`src/rtl/rx78_keyboard_if.sv`:
```
// CPU-side I/O port bundle for the RX-78 keyboard at port F4.
// The master drives select/write/data; the slave returns the row read data.
interface rx78_keyboard_if;
    logic       io_sel;
    logic       io_wr;
    logic [7:0] din;
    logic [7:0] dout;

    modport master (output io_sel, output io_wr, output din, input dout);
    modport slave  (input io_sel, input io_wr, input din, output dout);
endinterface

```
`src/rtl/rx78_keyboard.sv`:
```
// PS/2 Set-2 receiver and decoder that maintains the RX-78 9x8 key matrix.
// The CPU selects a row by writing port F4 and reads that row back from the same port.
module rx78_keyboard #(
    parameter int FILT_CYCLES = 8,
    parameter int TIMEOUT     = 20000
) (
    input  logic             clk,
    input  logic             reset_n,
    input  logic             ps2_clk,
    input  logic             ps2_data,
    rx78_keyboard_if.slave   bus,
    output logic             key_strobe,
    output logic             frame_err
);
    localparam int FW = $clog2(FILT_CYCLES + 1);
    localparam int TW = $clog2(TIMEOUT + 1);

    typedef enum logic [1:0] {
        ST_IDLE   = 2'd0,
        ST_DATA   = 2'd1,
        ST_PARITY = 2'd2,
        ST_STOP   = 2'd3
    } state_t;

    // Result packing: {hit, row[3:0], col[2:0]}.
    function automatic logic [7:0] key_map(input logic ext, input logic [7:0] code);
        case ({ext, code})
            9'h016:  key_map = {1'b1, 4'd0, 3'd1};
            9'h01E:  key_map = {1'b1, 4'd0, 3'd2};
            9'h01C:  key_map = {1'b1, 4'd2, 3'd1};
            9'h032:  key_map = {1'b1, 4'd2, 3'd2};
            9'h021:  key_map = {1'b1, 4'd2, 3'd3};
            9'h05A:  key_map = {1'b1, 4'd7, 3'd0};
            9'h029:  key_map = {1'b1, 4'd7, 3'd1};
            9'h076:  key_map = {1'b1, 4'd7, 3'd2};
            9'h066:  key_map = {1'b1, 4'd7, 3'd3};
            9'h012:  key_map = {1'b1, 4'd8, 3'd0};
            9'h059:  key_map = {1'b1, 4'd8, 3'd0};
            9'h175:  key_map = {1'b1, 4'd6, 3'd0};
            9'h172:  key_map = {1'b1, 4'd6, 3'd1};
            9'h16B:  key_map = {1'b1, 4'd6, 3'd2};
            9'h174:  key_map = {1'b1, 4'd6, 3'd3};
            default: key_map = 8'h00;
        endcase
    endfunction

    function automatic logic odd_parity_ok(input logic [7:0] data, input logic par);
        odd_parity_ok = ^{data, par};
    endfunction

    logic            ps2c_s1_q, ps2c_s2_q, ps2d_s1_q, ps2d_s2_q;
    logic            filt_q, filt_d;
    logic [FW-1:0]   filt_cnt_q, filt_cnt_d;
    logic            fall_s;
    state_t          state_q, state_d;
    logic [2:0]      bit_cnt_q, bit_cnt_d;
    logic [7:0]      shift_q, shift_d;
    logic            par_q, par_d;
    logic [TW-1:0]   to_cnt_q, to_cnt_d;
    logic            byte_valid_s, ferr_s;
    logic            ext_q, ext_d, brk_q, brk_d;
    logic [8:0][7:0] matrix_q, matrix_d;
    logic [7:0]      map_s;
    logic [3:0]      row_sel_q, row_sel_d;
    logic [7:0]      dout_q, dout_d;
    logic            key_strobe_q, key_strobe_d;
    logic            frame_err_q;

    // Glitch filter: the level only follows after FILT_CYCLES consecutive differing samples.
    always_comb begin
        filt_d     = filt_q;
        filt_cnt_d = '0;
        if (ps2c_s2_q != filt_q) begin
            if (filt_cnt_q == FW'(FILT_CYCLES - 1)) begin
                filt_d     = ps2c_s2_q;
                filt_cnt_d = '0;
            end else begin
                filt_cnt_d = filt_cnt_q + 1'b1;
            end
        end else begin
            filt_cnt_d = '0;
        end
        fall_s = filt_q & ~filt_d;
    end

    // Frame receiver: start, 8 data bits LSB first, odd parity, stop, with inter-edge timeout.
    always_comb begin
        state_d      = state_q;
        bit_cnt_d    = bit_cnt_q;
        shift_d      = shift_q;
        par_d        = par_q;
        to_cnt_d     = to_cnt_q;
        byte_valid_s = 1'b0;
        ferr_s       = 1'b0;
        if (fall_s) begin
            to_cnt_d = '0;
            case (state_q)
                ST_IDLE: begin
                    if (!ps2d_s2_q) begin
                        state_d   = ST_DATA;
                        bit_cnt_d = 3'd0;
                    end else begin
                        ferr_s = 1'b1;
                    end
                end
                ST_DATA: begin
                    shift_d   = {ps2d_s2_q, shift_q[7:1]};
                    bit_cnt_d = bit_cnt_q + 1'b1;
                    if (bit_cnt_q == 3'd7) begin
                        state_d = ST_PARITY;
                    end else begin
                        state_d = ST_DATA;
                    end
                end
                ST_PARITY: begin
                    par_d   = ps2d_s2_q;
                    state_d = ST_STOP;
                end
                ST_STOP: begin
                    if (ps2d_s2_q && odd_parity_ok(shift_q, par_q)) begin
                        byte_valid_s = 1'b1;
                    end else begin
                        ferr_s = 1'b1;
                    end
                    state_d = ST_IDLE;
                end
                default: state_d = ST_IDLE;
            endcase
        end else if (state_q != ST_IDLE) begin
            if (to_cnt_q == TW'(TIMEOUT - 1)) begin
                state_d  = ST_IDLE;
                to_cnt_d = '0;
                ferr_s   = 1'b1;
            end else begin
                to_cnt_d = to_cnt_q + 1'b1;
            end
        end else begin
            to_cnt_d = '0;
        end
    end

    // Scan-code decoder: prefixes latch, status bytes clear, mapped keys update the matrix.
    always_comb begin
        ext_d        = ext_q;
        brk_d        = brk_q;
        matrix_d     = matrix_q;
        key_strobe_d = 1'b0;
        map_s        = key_map(ext_q, shift_q);
        if (byte_valid_s) begin
            case (shift_q)
                8'hE0: ext_d = 1'b1;
                8'hF0: brk_d = 1'b1;
                8'hAA, 8'hFA, 8'hEE, 8'hFE, 8'h00, 8'hFF: begin
                    ext_d = 1'b0;
                    brk_d = 1'b0;
                end
                default: begin
                    ext_d = 1'b0;
                    brk_d = 1'b0;
                    // A bit equal to brk means it differs from the target ~brk.
                    if (map_s[7] && (matrix_q[map_s[6:3]][map_s[2:0]] == brk_q)) begin
                        matrix_d[map_s[6:3]][map_s[2:0]] = ~brk_q;
                        key_strobe_d                     = 1'b1;
                    end else begin
                        key_strobe_d = 1'b0;
                    end
                end
            endcase
        end else begin
            key_strobe_d = 1'b0;
        end
    end

    // CPU port: row select on write, registered row data on read, zero otherwise.
    always_comb begin
        if (bus.io_sel && bus.io_wr) begin
            row_sel_d = bus.din[3:0];
        end else begin
            row_sel_d = row_sel_q;
        end
        if (bus.io_sel && !bus.io_wr && (row_sel_q <= 4'd8)) begin
            dout_d = matrix_q[row_sel_q];
        end else begin
            dout_d = 8'h00;
        end
    end

    // State registers; synchronizers and the filtered clock rest at the idle-high level.
    always_ff @(posedge clk or negedge reset_n) begin
        if (!reset_n) begin
            ps2c_s1_q    <= 1'b1;
            ps2c_s2_q    <= 1'b1;
            ps2d_s1_q    <= 1'b1;
            ps2d_s2_q    <= 1'b1;
            filt_q       <= 1'b1;
            filt_cnt_q   <= '0;
            state_q      <= ST_IDLE;
            bit_cnt_q    <= 3'd0;
            shift_q      <= 8'h00;
            par_q        <= 1'b0;
            to_cnt_q     <= '0;
            ext_q        <= 1'b0;
            brk_q        <= 1'b0;
            matrix_q     <= '0;
            row_sel_q    <= 4'd0;
            dout_q       <= 8'h00;
            key_strobe_q <= 1'b0;
            frame_err_q  <= 1'b0;
        end else begin
            ps2c_s1_q    <= ps2_clk;
            ps2c_s2_q    <= ps2c_s1_q;
            ps2d_s1_q    <= ps2_data;
            ps2d_s2_q    <= ps2d_s1_q;
            filt_q       <= filt_d;
            filt_cnt_q   <= filt_cnt_d;
            state_q      <= state_d;
            bit_cnt_q    <= bit_cnt_d;
            shift_q      <= shift_d;
            par_q        <= par_d;
            to_cnt_q     <= to_cnt_d;
            ext_q        <= ext_d;
            brk_q        <= brk_d;
            matrix_q     <= matrix_d;
            row_sel_q    <= row_sel_d;
            dout_q       <= dout_d;
            key_strobe_q <= key_strobe_d;
            frame_err_q  <= ferr_s;
        end
    end

    assign bus.dout   = dout_q;
    assign key_strobe = key_strobe_q;
    assign frame_err  = frame_err_q;
endmodule

```
`src/flat_wrapper.sv`:
```
// flat-port wrapper written by rule: the top's interface ports become plain ports
module rx78_keyboard_flat 
#(
    parameter int FILT_CYCLES = 8,
    parameter int TIMEOUT     = 20000
)
  (clk, reset_n, ps2_clk, ps2_data, key_strobe, frame_err, bus_io_sel, bus_io_wr, bus_din, bus_dout);
  rx78_keyboard_if bus_i ();
  input  logic clk;
  input  logic reset_n;
  input  logic ps2_clk;
  input  logic ps2_data;
  output logic key_strobe;
  output logic frame_err;
  input wire logic [$bits(bus_i.io_sel)-1:0] bus_io_sel;
  input wire logic [$bits(bus_i.io_wr)-1:0] bus_io_wr;
  input wire logic [$bits(bus_i.din)-1:0] bus_din;
  output wire logic [$bits(bus_i.dout)-1:0] bus_dout;
  assign bus_i.io_sel = bus_io_sel;
  assign bus_i.io_wr = bus_io_wr;
  assign bus_i.din = bus_din;
  assign bus_dout = bus_i.dout;
  rx78_keyboard #(.FILT_CYCLES(FILT_CYCLES), .TIMEOUT(TIMEOUT)) u_core (.clk(clk), .reset_n(reset_n), .ps2_clk(ps2_clk), .ps2_data(ps2_data), .bus(bus_i), .key_strobe(key_strobe), .frame_err(frame_err));
endmodule
```
`config.mk`:
```
export PLATFORM = sky130hd
export DESIGN_NAME = rx78_keyboard_flat
export DESIGN_NICKNAME = d
export VERILOG_FILES = /design/src/rtl/rx78_keyboard_if.sv /design/src/rtl/rx78_keyboard.sv /design/src/flat_wrapper.sv
export SDC_FILE = /design/constraint.sdc
export NUM_CORES = 1
export LEC_CHECK = 0
export ABC_AREA = 1
export BUFFER_PORTS_ARGS = -buffer_cell sky130_fd_sc_hd__buf_2
export CAP_MARGIN = 20
export CORE_MARGIN = 2
export CORE_UTILIZATION = 45
export CTS_CLUSTER_SIZE = 40
export DETAILED_ROUTE_END_ITERATION = 8
export GPL_TIMING_DRIVEN = 1
export PLACE_DENSITY = 0.59
export SYNTH_ARGS = -nofsm -noshare
export SYNTH_HDL_FRONTEND = slang
export SYNTH_SLANG_ARGS = --single-unit
```
`constraint.sdc`:
```
create_clock -name clk -period 2.9 [get_ports clk]
set_input_delay 0.58 -clock clk [delete_from_list [all_inputs] [get_ports clk]]
set_output_delay 0.58 -clock clk [all_outputs]
set_load 0.03 [all_outputs]
```
==> qor.yml <==
crit_type: "flop to flop"
tightest_slew_ns: 0.775
period_needed_ns: 2.61
final_cell_mix: "112 x nand2_1, 92 x inv_1, 80 x dfrtp_1"
clock_sinks: 86
ys_seq_elements: 86
synth_edf_count: 0
grt_usage_pct: 19.7
grt-ovfl-total: 0
dieArea_mm2: 0.0119
cts_root_buffer: "clkbuf_8"
p_sw_share_pct: 24.2
placementRows: 38
clkLatencyLatePin_ns: 0.38
ys_seq_area_share_pct: 43.4
whs_ns: 0.142
leakagePower_nw: 2.53
die_h_um: 109
netlist_instances: 643
status: "complete, no violations"
drt-total-wl_um: 10500
via_per_inst: 5.05
slew_violations: 0
fin_nets: 660
cts.htree.levels: 3
syn_area_per_cell_um2: 7.73
start_util_pct: 46.0
finalSetupTns_ns: 0
worstSetupStartpointType: "flop"
netlist_area_mm2: 0.00497
cp_max_fo: 14
dr_total_vias: 3950
area_growth_pct: 6.82
cts_tree: "yes"
grt_max_degree: 55
core_mm2: 0.0108
crit_arrival_ns: 2.90
wire_per_inst_um: 13.4
hold_violations: 0
power_density_mw_per_mm2: 430
numCtsBuffers: 9
drtIter0Drc: 205
peakVddDrop_mv: 0.356
ant_nets: 0
yosys_most_used_dff: "dfrtp_1"
ios: 24
endpoint_kind: "flop"
die_w_um: 109
n_antenna_cell: 0
hpwl_um: 7580
grt_pass1_wl_um: 18200
p_switching_mw: 0.554
ys_warn_count: 0
ys_types: 42
hp-class: "input pin to async pin"
combPwrFrac_pct: 7.1
async_flop_share_pct: 100
path_clk_slew_ns: 0.10
slew_headroom_pct: 48.3
clk_path_buf_depth: 2
clock_power_share_pct: 37.7
routabilityCongestion: 0.944
p_seq_share_pct: 55.2
max_cap_viol_count: 0
power_report.internal_total_mw: 1.73
clock.fmax_mhz: 383
finalSetupViolCount: 0
n_fill_cell: 1041
crit_required_ns: 3.19
first_global_vias: 3865
antenna_found_initial: 0
dr.pass1.iters: 4
drc: 0
final_common_cell: "nand2_1"
rsz0062_at_grt: "false"
numPortBuffers: 15
final.setup_skew_ns: 0.0204
fin_crit_sh_pct: 90.1
drive_gt1_share_pct: 15.6
-- power groups by stage --
stage / clock network, mW / logic, mW / registers (mW)
2_1_floorplan: 0 / 0.112 / 1.28
3_3_place_gp: 0 / 0.165 / 1.28
3_5_place_dp: 0 / 0.168 / 1.28
4_1_cts: 0.899 / 0.167 / 1.26
5_1_grt: 0.947 / 0.192 / 1.26
6_report: 0.861 / 0.163 / 1.26
-- area by class of cell --
cell class	instances	area, µm²	area share [%]
Inverter	103	387	7.28
Multi-Input combinational cell	415	2240	42.3
Sequential cell	86	2160	40.7
Timing Repair Buffer	22	143	2.69
Clock buffer	13	159	2.99
Clock inverter	3	42.5	0.801
Tap cell	140	175	3.30
-- state kept, by name, summed over array words and instances (netlist names), 2 cells and up --
register / flops
u_core.bus.dout: 4
u_core.row_sel_q: 4
u_core.to_cnt_q: 15
u_core.shift_q: 8
u_core.state_q: 2
u_core.bit_cnt_q: 3
u_core.filt_cnt_q: 4
u_core.matrix_q: 36
-- per-stage QoR --
stage | worst slack (ns) | total power [mW] | instance area, µm² | utilization, % | instances
final | 0.288 | 2.29 | 5310 | 49.2 | 782
after global routing | 0.0265 | 2.40 | 5310 | 49.2 | 782
after CTS | 0.125 | 2.33 | 5290 | 49.0 | 782
after detailed placement | 0.148 | 1.45 | 5090 | 47.2 | 766
after global placement | 0.220 | 1.45 | 5090 | 47.2 | 766
after floorplan | 0.574 | 1.39 | 4980 | - | 646
-- cells by family (layout without fill, tap and decap cells) --
family	after synthesis	in the layout	share of synthesized area, %
AND/OR/NAND/NOR	288	288	29.6
buffers and inverters	145	141	12.0
AO/OA/AOI/OAI	106	106	11.3
flip-flops	86	86	43.4
adder cells (fa/ha/maj)	9	9	2.27
XOR/XNOR	8	8	1.41
other	1	4	0.0755
-- Yosys cell counts, types with 5 or more instances --
cell type / number / area, µm²
nand2_1: 112 / 420
inv_1: 92 / 345
dfrtp_1: 81 / 2030
nor2_1: 54 / 203
o21ai_0: 45 / 225
a21oi_1: 44 / 220
nand3_1: 38 / 190
clkbuf_1: 27 / 101
nand4_1: 21 / 131
nand3_2: 15 / 150
nand2_2: 12 / 75.1
nor3_1: 12 / 60.1
ha_1: 9 / 113
inv_2: 9 / 33.8
buf_4: 7 / 52.6
nor2_2: 7 / 43.8
o21ai_1: 6 / 30.0
dfstp_2: 5 / 131
-- what timing repair did --
item	CTS	global route
endpoints found under the setup margin	0	14
gates resized for setup	0	4
setup buffers	0	0
hold buffers	0	0
-- routing by layer --
layer,track usage [%],up-vias,part of all wire (%)
met4,7.05,0,1.9
met2,31.2,61,47
met5,0,-,0
met1,26.6,1841,47
li1,-,2033,-
met3,4.36,15,3.7
-- worst paths after layout --
path / to / startpoint / slack (ns) / depth (start not counted)
max in group asynchronous: u_core.ps2c_s1_q / reset_n / 2.06 / 2
min in group clk: u_core.ps2d_s1_q / ps2_data / 0.31 / 1
worst max register to register: u_core.matrix_q[51] / u_core.ext_q / 0.29 / 16
worst min-delay path: u_core.matrix_q[1] / reset_n / 0.14 / 1
worst min register to register: u_core.ps2d_s2_q / u_core.ps2d_s1_q / 0.36 / 0
worst max-delay path: u_core.matrix_q[51] / u_core.ext_q / 0.29 / 16
-- critical path: stages, from the launching register on --
cell     delay [ns]
dfrtp_1        0.47
inv_2          0.11
nand2_1        0.11
nor2_1         0.06
nand2_2        0.14
nand2_4        0.10
nor2_4         0.20
nand2_2        0.14
nor2_2         0.21
nand3_1        0.11
nand2_1        0.11
o21ai_2        0.06
nand2_2        0.12
o21ai_1        0.12
nand2_4        0.21
nand3_2        0.09
a21oi_1        0.14
Note: power is estimated with default switching activity, not from simulation.
